--- src/rtl/rom_uart_loader.sv ---
// Boot loader: receives a framed program image over 8N1 UART and writes it into the
// instruction ROM word by word, holding the core in reset until the image is complete.
module rom_uart_loader #(
    parameter int CLK_FREQ       = 50000000,
    parameter int BAUD           = 115200,
    parameter int ADDR_WIDTH     = 12,
    parameter int TIMEOUT_CYCLES = 1000000
) (
    input  logic                  clk,
    input  logic                  rst,
    input  logic                  uart_rx,
    output logic                  rom_we,
    output logic [ADDR_WIDTH-1:0] rom_waddr,
    output logic [31:0]           rom_wdata,
    output logic                  core_rst_n,
    output logic                  load_busy,
    output logic                  load_done,
    output logic                  load_err
);

    localparam int CPB_RAW      = CLK_FREQ / BAUD;
    localparam int CLKS_PER_BIT = (CPB_RAW < 4) ? 4 : CPB_RAW;
    localparam int CNT_W        = $clog2(CLKS_PER_BIT);
    localparam logic [CNT_W-1:0] BIT_LAST  = CNT_W'(CLKS_PER_BIT - 1);
    localparam logic [CNT_W-1:0] HALF_LAST = CNT_W'(CLKS_PER_BIT / 2 - 1);
    localparam int TMO_W        = $clog2(TIMEOUT_CYCLES + 1);
    localparam logic [TMO_W-1:0] TMO_LAST  = TMO_W'(TIMEOUT_CYCLES - 1);
    localparam logic [16:0]      CAPACITY  = 17'(1) << ADDR_WIDTH;
    localparam logic [7:0]       SYNC_BYTE = 8'hA5;

    typedef enum logic [1:0] {RX_IDLE, RX_START, RX_BITS, RX_STOP} rx_state_t;
    typedef enum logic [2:0] {IDLE, LEN_LO, LEN_HI, DATA, DONE, ERR} state_t;

    // RX front end
    logic             rx_meta_q, rx_sync_q, rx_prev_q;
    rx_state_t        rx_state_q, rx_state_d;
    logic [CNT_W-1:0] rx_cnt_q, rx_cnt_d;
    logic [2:0]       rx_bit_q, rx_bit_d;
    logic [7:0]       rx_shift_q, rx_shift_d;
    logic             byte_valid_q, byte_valid_d;
    logic             frame_err_q, frame_err_d;

    // Frame loader
    state_t                state_q, state_d;
    logic [7:0]            len_lo_q, len_lo_d;
    logic [15:0]           count_q, count_d;
    logic [15:0]           idx_q, idx_d;
    logic [1:0]            byte_cnt_q, byte_cnt_d;
    logic [31:0]           asm_q, asm_d;
    logic [TMO_W-1:0]      tmo_q, tmo_d;
    logic                  rom_we_q, rom_we_d;
    logic [ADDR_WIDTH-1:0] rom_waddr_q, rom_waddr_d;
    logic [31:0]           rom_wdata_q, rom_wdata_d;
    logic                  core_rst_n_q, core_rst_n_d;
    logic                  load_busy_q, load_busy_d;
    logic                  load_done_q, load_done_d;
    logic                  load_err_q, load_err_d;
    logic                  in_frame;
    logic                  sync_seen;
    logic [15:0]           word_len;

    always_comb begin
        rx_state_d   = rx_state_q;
        rx_cnt_d     = rx_cnt_q + CNT_W'(1);
        rx_bit_d     = rx_bit_q;
        rx_shift_d   = rx_shift_q;
        byte_valid_d = 1'b0;
        frame_err_d  = 1'b0;
        case (rx_state_q)
            RX_IDLE: begin
                rx_cnt_d = '0;
                if (rx_prev_q && !rx_sync_q) rx_state_d = RX_START;
            end
            RX_START: begin
                // Mid-bit re-check filters short glitches on the line
                if (rx_cnt_q == HALF_LAST) begin
                    rx_cnt_d   = '0;
                    rx_bit_d   = '0;
                    rx_state_d = rx_sync_q ? RX_IDLE : RX_BITS;
                end
            end
            RX_BITS: begin
                if (rx_cnt_q == BIT_LAST) begin
                    rx_cnt_d   = '0;
                    rx_shift_d = {rx_sync_q, rx_shift_q[7:1]};
                    rx_bit_d   = rx_bit_q + 3'd1;
                    if (rx_bit_q == 3'd7) rx_state_d = RX_STOP;
                end
            end
            default: begin
                if (rx_cnt_q == BIT_LAST) begin
                    byte_valid_d = rx_sync_q;
                    frame_err_d  = !rx_sync_q;
                    rx_state_d   = RX_IDLE;
                end
            end
        endcase
    end

    assign in_frame  = (state_q == LEN_LO) || (state_q == LEN_HI) || (state_q == DATA);
    assign sync_seen = byte_valid_q && (rx_shift_q == SYNC_BYTE);

    always_comb begin
        state_d     = state_q;
        len_lo_d    = len_lo_q;
        count_d     = count_q;
        idx_d       = idx_q;
        byte_cnt_d  = byte_cnt_q;
        asm_d       = asm_q;
        tmo_d       = '0;
        rom_we_d    = 1'b0;
        rom_waddr_d = rom_waddr_q;
        rom_wdata_d = rom_wdata_q;
        word_len    = {rx_shift_q, len_lo_q};
        case (state_q)
            IDLE, DONE, ERR: begin
                if (sync_seen) state_d = LEN_LO;
            end
            LEN_LO: begin
                if (byte_valid_q) begin
                    len_lo_d = rx_shift_q;
                    state_d  = LEN_HI;
                end
            end
            LEN_HI: begin
                if (byte_valid_q) begin
                    if (word_len == 16'd0) begin
                        state_d = DONE;
                    end else if ({1'b0, word_len} > CAPACITY) begin
                        state_d = ERR;
                    end else begin
                        count_d    = word_len;
                        idx_d      = '0;
                        byte_cnt_d = '0;
                        state_d    = DATA;
                    end
                end
            end
            DATA: begin
                if (byte_valid_q) begin
                    asm_d      = {rx_shift_q, asm_q[31:8]};
                    byte_cnt_d = byte_cnt_q + 2'd1;
                    if (byte_cnt_q == 2'd3) begin
                        rom_we_d    = 1'b1;
                        rom_wdata_d = {rx_shift_q, asm_q[31:8]};
                        rom_waddr_d = idx_q[ADDR_WIDTH-1:0];
                        idx_d       = idx_q + 16'd1;
                        if (idx_q == count_q - 16'd1) state_d = DONE;
                    end
                end
            end
            default: state_d = IDLE;
        endcase
        // Framing errors and inter-byte silence abort only an in-progress frame
        if (in_frame) begin
            if (frame_err_q) begin
                state_d = ERR;
            end else if (!byte_valid_q) begin
                if (tmo_q == TMO_LAST) state_d = ERR;
                else tmo_d = tmo_q + TMO_W'(1);
            end
        end
        load_busy_d  = (state_d == LEN_LO) || (state_d == LEN_HI) || (state_d == DATA);
        load_done_d  = (state_q == DONE) && (state_d == DONE);
        core_rst_n_d = (state_q == DONE) && (state_d == DONE);
        load_err_d   = (state_q == ERR) && (state_d == ERR);
    end

    always_ff @(posedge clk or negedge rst) begin
        if (!rst) begin
            rx_meta_q    <= 1'b1;
            rx_sync_q    <= 1'b1;
            rx_prev_q    <= 1'b1;
            rx_state_q   <= RX_IDLE;
            rx_cnt_q     <= '0;
            rx_bit_q     <= '0;
            rx_shift_q   <= '0;
            byte_valid_q <= 1'b0;
            frame_err_q  <= 1'b0;
            state_q      <= IDLE;
            len_lo_q     <= '0;
            count_q      <= '0;
            idx_q        <= '0;
            byte_cnt_q   <= '0;
            asm_q        <= '0;
            tmo_q        <= '0;
            rom_we_q     <= 1'b0;
            rom_waddr_q  <= '0;
            rom_wdata_q  <= '0;
            core_rst_n_q <= 1'b0;
            load_busy_q  <= 1'b0;
            load_done_q  <= 1'b0;
            load_err_q   <= 1'b0;
        end else begin
            rx_meta_q    <= uart_rx;
            rx_sync_q    <= rx_meta_q;
            rx_prev_q    <= rx_sync_q;
            rx_state_q   <= rx_state_d;
            rx_cnt_q     <= rx_cnt_d;
            rx_bit_q     <= rx_bit_d;
            rx_shift_q   <= rx_shift_d;
            byte_valid_q <= byte_valid_d;
            frame_err_q  <= frame_err_d;
            state_q      <= state_d;
            len_lo_q     <= len_lo_d;
            count_q      <= count_d;
            idx_q        <= idx_d;
            byte_cnt_q   <= byte_cnt_d;
            asm_q        <= asm_d;
            tmo_q        <= tmo_d;
            rom_we_q     <= rom_we_d;
            rom_waddr_q  <= rom_waddr_d;
            rom_wdata_q  <= rom_wdata_d;
            core_rst_n_q <= core_rst_n_d;
            load_busy_q  <= load_busy_d;
            load_done_q  <= load_done_d;
            load_err_q   <= load_err_d;
        end
    end

    assign rom_we     = rom_we_q;
    assign rom_waddr  = rom_waddr_q;
    assign rom_wdata  = rom_wdata_q;
    assign core_rst_n = core_rst_n_q;
    assign load_busy  = load_busy_q;
    assign load_done  = load_done_q;
    assign load_err   = load_err_q;

endmodule

--- config.mk ---
export PLATFORM = sky130hd
export DESIGN_NAME = rom_uart_loader
export DESIGN_NICKNAME = d
export VERILOG_FILES = /design/src/rtl/rom_uart_loader.sv
export SDC_FILE = /design/constraint.sdc
export NUM_CORES = 1
export LEC_CHECK = 0
export ABC_AREA = 1
export ABC_CLOCK_PERIOD_IN_PS = 2800
export CORE_MARGIN = 3
export CORE_UTILIZATION = 45
export DETAILED_ROUTE_END_ITERATION = 8
export MAX_ROUTING_LAYER = met4
export PLACE_DENSITY = 0.63
export SKIP_CTS_REPAIR_TIMING = 1
export SLEW_MARGIN = 20
export SYNTH_ARGS = -nofsm -noshare
export SYNTH_HDL_FRONTEND = slang
export SYNTH_SLANG_ARGS = --single-unit
--- constraint.sdc ---
create_clock -name clk -period 2.8 [get_ports clk]
set_input_delay 0.56 -clock clk [delete_from_list [all_inputs] [get_ports clk]]
set_output_delay 0.56 -clock clk [all_outputs]
set_load 0.005 [all_outputs]
==> results_tabular.tex <==
\begin{tabular}{lr}
\hline
Metric & Value \\
\hline
\multicolumn{2}{l}{\textbf{Synthesis}} \\
Share of the synthesized area in the top cell type & 51.77\% \\
Main area contributors after synthesis & sky130\_fd\_sc\_hd\_\_dfrtp\_1 52\%, sky130\_fd\_sc\_hd\_\_nand2\_1 11\%, sky130\_fd\_sc\_hd\_\_o21ai\_0 7.1\%, sky130\_fd\_sc\_hd\_\_inv\_1 5.4\%, sky130\_fd\_sc\_hd\_\_nor2\_1 3.3\% \\
Synthesized net count & 937 \\
Netlist area before placement & slightly below 0.008 mm2 \\
Number of enable-type register cells in the synthesized netlist & 0 \\
Count of unique library cells instantiated by Yosys & 44 \\
Number of warnings reported in the yosys synthesis log & 0 \\
Number of instances in the synthesized netlist & about 930 \\
Top cells by instance count after synthesis & 227 x sky130\_fd\_sc\_hd\_\_nand2\_1, 161 x sky130\_fd\_sc\_hd\_\_dfrtp\_1, 112 x sky130\_fd\_sc\_hd\_\_inv\_1 \\
Cell type with the highest aggregate area in the netlist & sky130\_fd\_sc\_hd\_\_dfrtp\_1 \\
Fraction of registers with async set or reset after synthesis & 100.0\% \\
Post-Synthesis Mean Instance Area & 8.413 um2 \\
Flip-flop cell with the highest count after synthesis & sky130\_fd\_sc\_hd\_\_dfrtp\_1 \\
Share of synthesized area occupied by flip-flops and latches & 52.78\% \\
Library cell with the highest instance count after synthesis & sky130\_fd\_sc\_hd\_\_nand2\_1 \\
\#FFs+latches synth & 164 \\
\multicolumn{2}{l}{\textbf{Detailed routing}} \\
Number of DRC violations after detailed routing & 0 \\
Antenna Violating Nets Remaining & 0 \\
Drt total wl & 16.64 mm \\
DR WL/cell & 13.72 um \\
Vias per cell & between 5 and 6 \\
Number of violations reported at the end of detailed-routing iteration 0 & 456 \\
Via total after detailed routing & 6,067 \\
DR pass1 iterations & 5 \\
\multicolumn{2}{l}{\textbf{Layout}} \\
Net total in the final layout & 993 \\
Area of all placed cells without fillers & 0.009145 mm2 \\
Inserted Diodes & 0 \\
Fraction of final layout cells with drive strength greater than 1 & under 10\% \\
Area growth, synth to finish & 17.51\% \\
\multicolumn{2}{l}{\textbf{Clock network}} \\
TritonCTS Sinks & approximately 160 \\
Max Root-Sink Buffers & 2 \\
Clock latency on the worst-skew pair & 0.43 ns \\
Number of CTS-inserted buffers & 17 \\
Clock tree from TritonCTS & yes \\
CTS H-tree depth & 4 \\
Clock transition at the register clock pins on the worst setup and hold paths after CTS & 0.06 ns \\
Clk Tree Root Cell & sky130\_fd\_sc\_hd\_\_clkbuf\_16 \\
\multicolumn{2}{l}{\textbf{Placement}} \\
Number of buffers inserted by port buffering & 51 \\
Weighted congestion reported at the end of routability-driven placement & 0.9151 \\
HPWL after DPL & 12.02 mm \\
Placed inst area & 0.008539 mm2 \\
\multicolumn{2}{l}{\textbf{Pwr}} \\
Net switching power & 0.001147 W \\
Power per cell area & 555.2 mW/mm2 \\
Relative contribution of the clock network to total power & a little under half \\
Static Leak & 4.274 nW \\
Total Power & 0.005077 W \\
P\_int & 0.003930 W \\
Part of the total power dissipated in combinational logic & 5.1\% \\
Fraction of power consumed by sequential logic & 48.2\% \\
Switching share of power & 22.59\% \\
Worst-case vdd ir drop & 0.4417 mV \\
\multicolumn{2}{l}{\textbf{Worst setup path}} \\
Nature of the critical path startpoint & register \\
Critical Path End Type & register \\
Sum of buffers and inverters on the critical path & 1 \\
Data arrival time of the critical path & between 2 and 2.5 ns \\
Largest incremental delay on the critical path & 0.44 ns \\
Worst reg2reg path startpoint & rx\_shift\_q[1] \\
Worst path required time & 3.15 ns \\
Worst flop-to-flop path endpoint & idx\_q[1] \\
Worst path slowest cell & sky130\_fd\_sc\_hd\_\_dfrtp\_1 \\
Depth of the worst register-to-register path & 9 \\
Crit path cell chain & nor4\_2 > nand4\_1 > nand2\_1 > nand3\_2 > nand2\_2 > o21ai\_4 > inv\_4 > nand3\_1 > o21ai\_1 \\
Largest delay share family, worst path & simple AND/OR/NAND/NOR gates \\
Critical path depth & 9 \\
Slack of the worst reg-to-reg path & between 0.6 and 0.7 ns \\
Largest fanout on the critical path & 18 \\
Start-to-end type of the worst setup path & reg2reg \\
\multicolumn{2}{l}{\textbf{Floorplan}} \\
Floorplan die height & 137.5 um \\
Area inside the core boundary & roughly 0.017 mm2 \\
Area enclosed by the die boundary & 0.01891 mm2 \\
Number of top-level pins & 52 \\
Number of placement rows & 47 \\
Starting density of the core & 46.44\% \\
Width of the die & 137.5 um \\
\multicolumn{2}{l}{\textbf{Worst hold path}} \\
Worst min path class & in2async \\
\multicolumn{2}{l}{\textbf{Global routing}} \\
Total routing resource utilization after global routing & $\sim$19\% \\
Maximum number of pins on one net before global-route repair & 70 \\
Overflow after GRT & 0 \\
Global-route wire length before repair & 28.08 mm \\
Initial antenna violation count & 0 \\
Vias in the first global route & 5,794 \\
\multicolumn{2}{l}{\textbf{Flow run}} \\
Max-capacitance violation count & 0 \\
\multicolumn{2}{l}{\textbf{Timing}} \\
Slew at the pin closest to its max-slew limit & 0.7390 ns \\
Setup Viol. Count Final & 0 \\
Portion of the clock cycle consumed by the worst path in the final layout & between 70\% and 80\% \\
Max-Slew Margin vs Limit & 50.66\% \\
Max-slew violation total from the final report & 0 \\
Setup TNS & 0 ns \\
Count of endpoints failing hold in the final timing report & 0 \\
Final worst clock skew & 0.007158 ns \\
Unrepaired setup endpoints after global routing & no \\
Clock period minus final worst setup slack & 2.147 ns \\
Max Clk Rate & 0.4658 GHz \\
\multicolumn{2}{l}{\textbf{Outcome}} \\
Status & completed \\
\hline
\end{tabular}
-- routing by layer --
metal  wire [um]  track usage, %
met5           0               -
met4         159           4.933
met3         728           4.237
met2        7967           30.53
met1        7787           25.85
-- worst reg2reg max path: stages (launching register included) --
cell	delay, ns
sky130_fd_sc_hd__dfrtp_1	0.44
sky130_fd_sc_hd__nor4_2	0.37
sky130_fd_sc_hd__nand4_1	0.13
sky130_fd_sc_hd__nand2_1	0.13
sky130_fd_sc_hd__nand3_2	0.27
sky130_fd_sc_hd__nand2_2	0.20
sky130_fd_sc_hd__o21ai_4	0.16
sky130_fd_sc_hd__inv_4	0.18
sky130_fd_sc_hd__nand3_1	0.10
sky130_fd_sc_hd__o21ai_1	0.10
-- power by group through the flow --
stage                     registers (W)  clock network [W]  logic [W]
after global placement          0.00249                  0   0.000261
final                           0.00245            0.00237   0.000257
after floorplan                 0.00248                  0   0.000166
after CTS                       0.00245            0.00241   0.000269
after global routing            0.00245            0.00251   0.000306
after detailed placement        0.00249                  0   0.000267
-- cells in the final DEF (no fill, tap or decap), drive strengths merged, types with 3 or more instances in the layout --
cell type | netlist | final
o21bai | 3 | 3
buf | 11 | 12
nand3b | 5 | 5
dfrtp | 161 | 161
clkinv | 0 | 6
clkdlybuf4s50 | 0 | 50
o21ai | 130 | 130
nand3 | 53 | 53
ha | 9 | 9
nand4 | 11 | 11
a211oi | 3 | 3
nor2 | 81 | 81
xor2 | 16 | 16
nor4 | 9 | 9
xnor2 | 8 | 8
nand2 | 234 | 234
clkbuf | 14 | 23
dfstp | 3 | 3
inv | 122 | 122
nor3 | 19 | 19
a21oi | 19 | 19
-- flip-flops by register name, indices dropped and copies added, names as in the netlist, 2 cells and up --
name,flops
rx_cnt_q,9
tmo_q,20
state_q,3
asm_q,24
rom_wdata,32
byte_cnt_q,2
rx_state_q,2
rx_shift_q,8
rom_waddr,12
len_lo_q,8
idx_q,16
rx_bit_q,3
count_q,16
-- per-stage QoR --
step	cells	worst slack [ns]	util, %	hold WS [ns]
after floorplan	925	1.025	-	0.2644
after detailed placement	1182	0.6505	50.95	0.3541
final	1213	0.6534	54.57	0.07492
after global routing	1213	0.4519	54.57	0.1092
after CTS	1213	0.6450	54.57	0.09329
after global placement	1182	0.7132	50.95	0.3458
-- cells by family (layout without fill, tap and decap cells) --
group	Yosys count	in the layout	synth area share (%)
simple gates	418	418	24.49
flops	164	164	52.78
compound gates	163	163	11.03
buf+inv	147	215	7.556
xor+xnor	24	24	2.701
fa+ha+maj	9	9	1.447
-- final cells by class --
cell class                 count  area, um2
timing repair buffer          62      606.8
fill                        1555       7615
sequential                   164       4108
multi-input combinational    614       3087
inverter                     122      462.9
tap                          220      275.3
clock inverter                 8      97.59
clock buffer                  23      508.0
-- how the worst max path moves through the flow --
stage	start	endpoint	slack, ns
detailed placement	rx_shift_q[1]	idx_q[1]	0.65
floorplan	count_q[0]	load_busy	1.03
finish	rx_shift_q[1]	idx_q[1]	0.65
global route	rx_shift_q[1]	idx_q[1]	0.45
global placement	rx_shift_q[1]	idx_q[5]	0.71
CTS	rx_shift_q[1]	idx_q[1]	0.65
(Power assumes the default switching activity.)
